===== src/rtl/frame_writer.sv =====
// Frame writer for the ping-pong fftshift RAM: cuts a valid/ready sample stream into
// frames, writes each frame into one bank and tracks which banks hold complete frames.
module frame_writer #(
  parameter int DW = 8,
  parameter int AW = 8
) (
  input  logic          clk,
  input  logic          rst_n,
  input  logic [AW:0]   cfg_len,
  input  logic          s_valid,
  input  logic [DW-1:0] s_data,
  input  logic          s_last,
  output logic          s_ready,
  output logic          wr_en,
  output logic [AW:0]   wr_addr,
  output logic [DW-1:0] wr_data,
  output logic          frame_done,
  output logic          frame_bank,
  output logic [AW:0]   frame_len,
  output logic          rd_bank,
  output logic [1:0]    pending,
  output logic          rel_err,
  input  logic          rd_release
);

  localparam logic [AW:0] MAX_LEN = {1'b1, {AW{1'b0}}};

  typedef enum logic [1:0] {IDLE, FILL, WAIT} state_t;

  state_t        state, state_d;
  logic [AW:0]   len;
  logic [AW-1:0] idx;
  logic          wb;
  logic          cfg_ok, accept, eof, rel_ok;

  assign cfg_ok = (cfg_len != '0) && (cfg_len <= MAX_LEN);
  assign accept = s_valid & s_ready;
  // s_last arriving on the final index is still a single end of frame.
  assign eof    = accept & (s_last | ({1'b0, idx} == len - 1'b1));
  assign rel_ok = rd_release & (pending != 2'd0);

  // NOTE: every signal driven here gets a default first so no latch is inferred.
  always_comb begin
    state_d = state;
    s_ready = 1'b0;
    case (state)
      IDLE: if (cfg_ok) state_d = (pending < 2'd2) ? FILL : WAIT;
      FILL: begin
        s_ready = 1'b1;
        if (eof) state_d = IDLE;
      end
      WAIT: if (pending < 2'd2) state_d = FILL;
      default: state_d = IDLE;
    endcase
  end

  // NOTE: sequential state uses non-blocking assignments only, so every register
  // samples the pre-edge values of the others.
  always_ff @(posedge clk or negedge rst_n) begin
    if (!rst_n) state <= IDLE;
    else        state <= state_d;
  end

  always_ff @(posedge clk or negedge rst_n) begin
    if (!rst_n) begin
      len        <= '0;
      idx        <= '0;
      wb         <= 1'b0;
      wr_en      <= 1'b0;
      wr_addr    <= '0;
      wr_data    <= '0;
      frame_done <= 1'b0;
      frame_bank <= 1'b0;
      frame_len  <= '0;
      rd_bank    <= 1'b0;
      pending    <= 2'd0;
      rel_err    <= 1'b0;
    end else begin
      wr_en      <= accept;
      frame_done <= eof;
      if (accept) begin
        wr_addr <= {wb, idx};
        wr_data <= s_data;
      end
      if (state == IDLE && cfg_ok) len <= cfg_len;
      if (eof) begin
        frame_bank <= wb;
        frame_len  <= {1'b0, idx} + 1'b1;
        wb         <= ~wb;
        idx        <= '0;
      end else if (accept) begin
        idx <= idx + 1'b1;
      end
      // A release and a frame completion on the same edge cancel out.
      pending <= pending + {1'b0, eof} - {1'b0, rel_ok};
      if (rel_ok) rd_bank <= ~rd_bank;
      if (rd_release && pending == 2'd0) rel_err <= 1'b1;
    end
  end

endmodule


===== config.mk =====
export PLATFORM = sky130hd
export DESIGN_NAME = frame_writer
export DESIGN_NICKNAME = d
export VERILOG_FILES = /design/src/rtl/frame_writer.sv
export SDC_FILE = /design/constraint.sdc
export NUM_CORES = 1
export LEC_CHECK = 0
export ABC_CLOCK_PERIOD_IN_PS = 3650
export BUFFER_PORTS_ARGS = -buffer_cell sky130_fd_sc_hd__buf_2
export CORE_MARGIN = 10
export CORE_UTILIZATION = 50
export DETAILED_ROUTE_END_ITERATION = 10
export PLACE_DENSITY_LB_ADDON = 0.08
export SLEW_MARGIN = 0
export SYNTH_ARGS = -nofsm -noshare
export SYNTH_HDL_FRONTEND = slang
export SYNTH_SLANG_ARGS = --single-unit

===== constraint.sdc =====
create_clock -name clk -period 3.65 [get_ports clk]
set_clock_uncertainty 0.15 [all_clocks]
set_input_delay 0.1825 -clock clk [delete_from_list [all_inputs] [get_ports clk]]
set_output_delay 0.1825 -clock clk [all_outputs]
set_load 0.05 [all_outputs]

Yosys cells after proc, flatten, opt, wreduce, memory -nomap -nowiden. Cells that the tools add are included.

Bitwise gates (word level): 6. Reductions and logical operators: 9. Add/sub/neg operators: 5. Equality and inequality tests: 6. Magnitude comparators: 2. Muxes and demuxes: 8.

Operator list (number): $mux 8 (2); $add 8x1->9 const B (1); $eq 8x9->1 (1); $le 9x9->1 const B (1); $reduce_bool 9->1 (1); $sub 9x1->9 const B (1); $add 8x1->8 const B (1); $mux 2 (4); $ne 2x2->1 const B (3); $pmux 2 s3 (1); $logic_not 2->1 (2); $reduce_bool 2->1 (2); $and 1x1->1 (3); $logic_and 1x1->1 (3); $reduce_and 3->1 (1); $add 2x1->2 (1); $eq 2x1->1 const B (1); $eq 2x2->1 const B (1); $lt 2x2->1 const B (1); $not 1->1 (2); $sub 2x1->2 (1); $mux 1 (1); $or 1x1->1 (1).

Bits of input ports: 22. Flip-flop bits (word level): 53. Logic and storage cells: 49. Output and inout bits: 34.

Depth between registers and ports, before layout.
Depth in word-level cells: 6. Depth in mapped cells: 13. Gate-level depth less buffers: 12.

Worst setup path after synthesis. No wires, ideal clock.

Path kind: register -> register. Start point: register len[0]. End point: register pending[1]. Buffers on the path: 1. Cell stages (with the launch flop): 14. Library setup time: 125 ps. Data required time: 3375 ps. Clock period less this slack: 3128 ps. Path slack: 522 ps. Arrival: 2853 ps. Cell sequence: dfrtp_1 > inv_1 > ha_1 > or4b_4 > nor4_1 > xnor2_1 > o2111ai_1 > o31ai_4 > nand2_2 > buf_6 > xor2_1 > ha_1 > xnor2_1 > xnor2_1.

Longest elaborated chain between the ends: 6.

RTL lines: from (decl) (line 31) `logic [AW:0] len;`; from (signal assigned) (line 85) `if (state == IDLE && cfg_ok) len <= cfg_len;`; $sub 9x1->9 (line 39) `assign eof = accept & (s_last | ({1'b0, idx} == len - 1'b1));`; $eq 8x9->1 (line 39); $or 1x1->1 (line 39); $and 1x1->1 (line 39); $add 2x1->2 (line 95) `pending <= pending + {1'b0, eof} - {1'b0, rel_ok};`; $sub 2x1->2 (line 95); to (signal assigned) (line 95); to (decl) (line 21) `output logic [1:0] pending,`.

Every way passes these cells. A chain may end at the register's enable or synchronous reset.

Worst setup path after layout. Ends and elaborated chain as after synthesis.

==> impl_results.md <==
- DR WL/cell: 14.6 µm
- Layout Nets: 346
- R2R Setup Slk: 0.54 ns
- Clock Power Share: 15.9%
- Die Height: 91.2 µm
- Core area: 4820 µm²
- Reg clk slew, reported paths: 0.09 ns
- Synth async-reset ratio: 100%
- Metal2 WL: 2610 µm
- H-Tree Depth: 2
- Highest metal used: met4
- Sequential power share: 37.6%
- Ranking of synthesized cells by area: dfrtp_1 (52%), nand2_1 (9.0%), xnor2_1 (5.9%)
- Met3 WL: 323 µm
- Switching share of power: 45.3%
- Max_slew headroom: 64.1%
- Max-Cap Viols: 0
- P&R area growth vs syn: 25.5%
- WL final: 5680 µm
- Post-synthesis sequential area ratio: 52.4%
- Synth Area per Inst: 10.2 µm²
- Warnings, synthesis: 0
- Post-synth EDFFs: 0
- Pint: 1.40 mW
- IO Count: 56
- Number of gates resized after CTS: 0
- Ys flop type: dfrtp_1
- Antenna Cells: 0
- CTS root buf: clkbuf_8
- Overflow after GRT: 0
- Worst Path Buf+Inv: 1
- Most used cell, CP: xnor2_1
- Pleak: 1.66 nW
- # rows: 25
- Final Hold Viols: 0
- Flop and latch count out of synthesis: 53
- Max incr delay on CP: 0.52 ns
- Hold_ws: 0.00265 ns
- Die X: 91.2 µm
- Crit-path leading delay family: simple AND/OR/NAND/NOR gates
- Worst setup EP type: register
- Post-route ant nets: 0
- Maximum fanout along the worst path: 5
- Clock buffer depth: 2
- Worst r2r path cells: 12
- Fin crit share: 85.1%
- Via count: 1929
- Combinational share of power: 46.5%
- Die area: 8310 µm²
- First-pass GRT wire length: 9730 µm
- Initial Util: 52.6%
- Crit. Startpoint: len[0]
- CP Class: reg2reg
- GRT Util Overall: 13.9%
- Min cycle time layout: 3.11 ns
- Vias/cell: 4.96
- Mapped Cells: 248
- Synthesized Nets: 273
- Cts bufs inserted: 5
- HPWL after detailed placement: 3900 µm
- Synth cell count leaders: nand2_1 (61), dfrtp_1 (53), xnor2_1 (17)
- Power Density: 809 nW/µm²
- # DRC: 0
- Cell Area, Synth: 2530 µm²
- Final TNS setup: 0 ns
- Crit-path cells: inv_1, ha_1, or4b_4, nor4_1, xnor2_1, o2111ai_1, o31ai_4, nand2_2, xor2_1, ha_1, xnor2_1, xnor2_1
- Crit path arrival time: 3.18 ns
- CP Launch Type: register
- Status: completed
- VDD IR-drop max: 593 µV
- RSZ-0062 raised after global routing: false
- Switch Pwr: 1.17 mW
- Routability congestion estimate: 0.783
- Buffers on Ports: 55
- Clock latency at the later pin of the worst-skew pair: 0.30 ns
- Least-Margin Pin Slew: 0.538 ns
- Achievable Freq: 322 MHz
- Synth top area share: 52.4%
- Yosys top cell by area: dfrtp_1
- FF-to-FF Start: len[0]
- Setup crit end: pending[1]
- Setup-failing EPs final: 0
- Crit path required time: 3.73 ns
- Library cells used by synthesis: 36
- Most frequent cell after synthesis: nand2_1
- Met1 Wirelength: 2670 µm
- Share of cells above drive strength 1: 27.6%
- Max Slew Vio Count: 0
- TritonRoute pass-1 iters: 4
- CTS tree: yes
- Vias in the first global route: 1983
- Initial antenna violation count: 0
- Initial DRC Count: 100
- WP depth: 12
- HP Class: in2reg
- Pin count of the biggest net entering global routing: 32
- Worst R2R End: pending[1]
- Total clock sinks: 53
- Slowest CP cell: or4b_4
==> tightest hold or removal path, delay by kind of cell <==
family | cells | cell delay, ns
buf+inv | 1 | 0.11
compound gates | 2 | 0.13
==> placed cells by master, fill, tap and decap left out, drive strengths merged, types with 2 or more instances in the layout <==
master,synthesis,final
a21oi,6,6
o21ai,8,8
dfrtp,53,53
nor2,7,7
nor4,7,7
clkbuf,9,7
nor3,4,4
mux2,17,17
o31ai,3,3
nand2b,2,2
inv,11,11
nand2,62,62
nand3,5,5
xnor2,17,17
dlygate4sd3,0,19
a21o,8,8
buf,4,60
or3,2,2
xor2,6,6
mux2i,2,2
nor2b,2,2
a31oi,2,2
ha,3,3
==> sequential cells by signal, summed over array words and instances, names as in the netlist, 2 cells and up <==
signal	cells
frame_len	9
len	9
wr_addr	9
idx	8
wr_data	8
pending	2
state	2
==> cells by family (layout without fill, tap and decap cells) <==
group | after synthesis | after routing | share of synthesized area [%]
and+or+nand+nor | 97 | 97 | 17.3
DFF | 53 | 53 | 52.4
AOI/OAI and AO/OA | 29 | 29 | 7.71
buffers and inverters | 24 | 98 | 3.90
xor gates and xnor gates | 23 | 23 | 7.95
muxes | 19 | 19 | 9.24
adders and majority gates | 3 | 3 | 1.48
==> stage by stage <==
step / cells / instance area (µm²) / setup WS, ns / utilization (%) / total power [mW]
global placement: 362 / 2870 / 0.680 / 59.6 / 2.15
global route: 389 / 3180 / 0.340 / 66.0 / 2.74
detailed placement: 362 / 2870 / 0.585 / 59.6 / 2.17
CTS: 389 / 3180 / 0.523 / 66.0 / 2.60
finish: 389 / 3180 / 0.543 / 66.0 / 2.57
floorplan: 248 / 2530 / 0.522 / - / 1.88
==> what timing repair did <==
action / 4_1_cts / 5_1_grt
hold buffers: 19 / 0
setup buffers: 0 / 0
endpoints found under the hold margin: 40 / 0
==> area by class of cell <==
type / count / area, µm²
inverters: 11 / 41.3
well taps: 67 / 83.8
clock buffers: 7 / 86.3
multi-input cells: 171 / 1110
clock inverters: 1 / 30.0
flip-flops and latches: 53 / 1330
repair buffers: 79 / 503
fillers: 403 / 1640
==> power groups by stage <==
stage | logic (mW) | clock network [mW] | registers, mW
final | 1.20 | 0.409 | 0.965
after global routing | 1.29 | 0.446 | 1.00
after CTS | 1.21 | 0.421 | 0.966
after detailed placement | 1.19 | 0 | 0.977
after global placement | 1.17 | 0 | 0.974
after floorplan | 0.548 | 0 | 1.33
==> routing by layer <==
layer | global-route usage, % | vias to the layer above
met5 | 0 | -
met2 | 21.4 | 38
met1 | 18.0 | 919
li1 | - | 963
met3 | 4.77 | 9
met4 | 4.05 | 0
==> worst min-delay path by stage <==
| stage | from | end | cells after the start |
|---|---|---|---|
| after floorplan | rst_n | frame_bank | 0 |
| after global placement | rst_n | len[3] | 1 |
| after detailed placement | rst_n | len[3] | 1 |
| after CTS | cfg_len[8] | len[8] | 3 |
| after global routing | cfg_len[8] | len[8] | 3 |
| final | cfg_len[8] | len[8] | 3 |
Power figures use the tool's default switching activity.
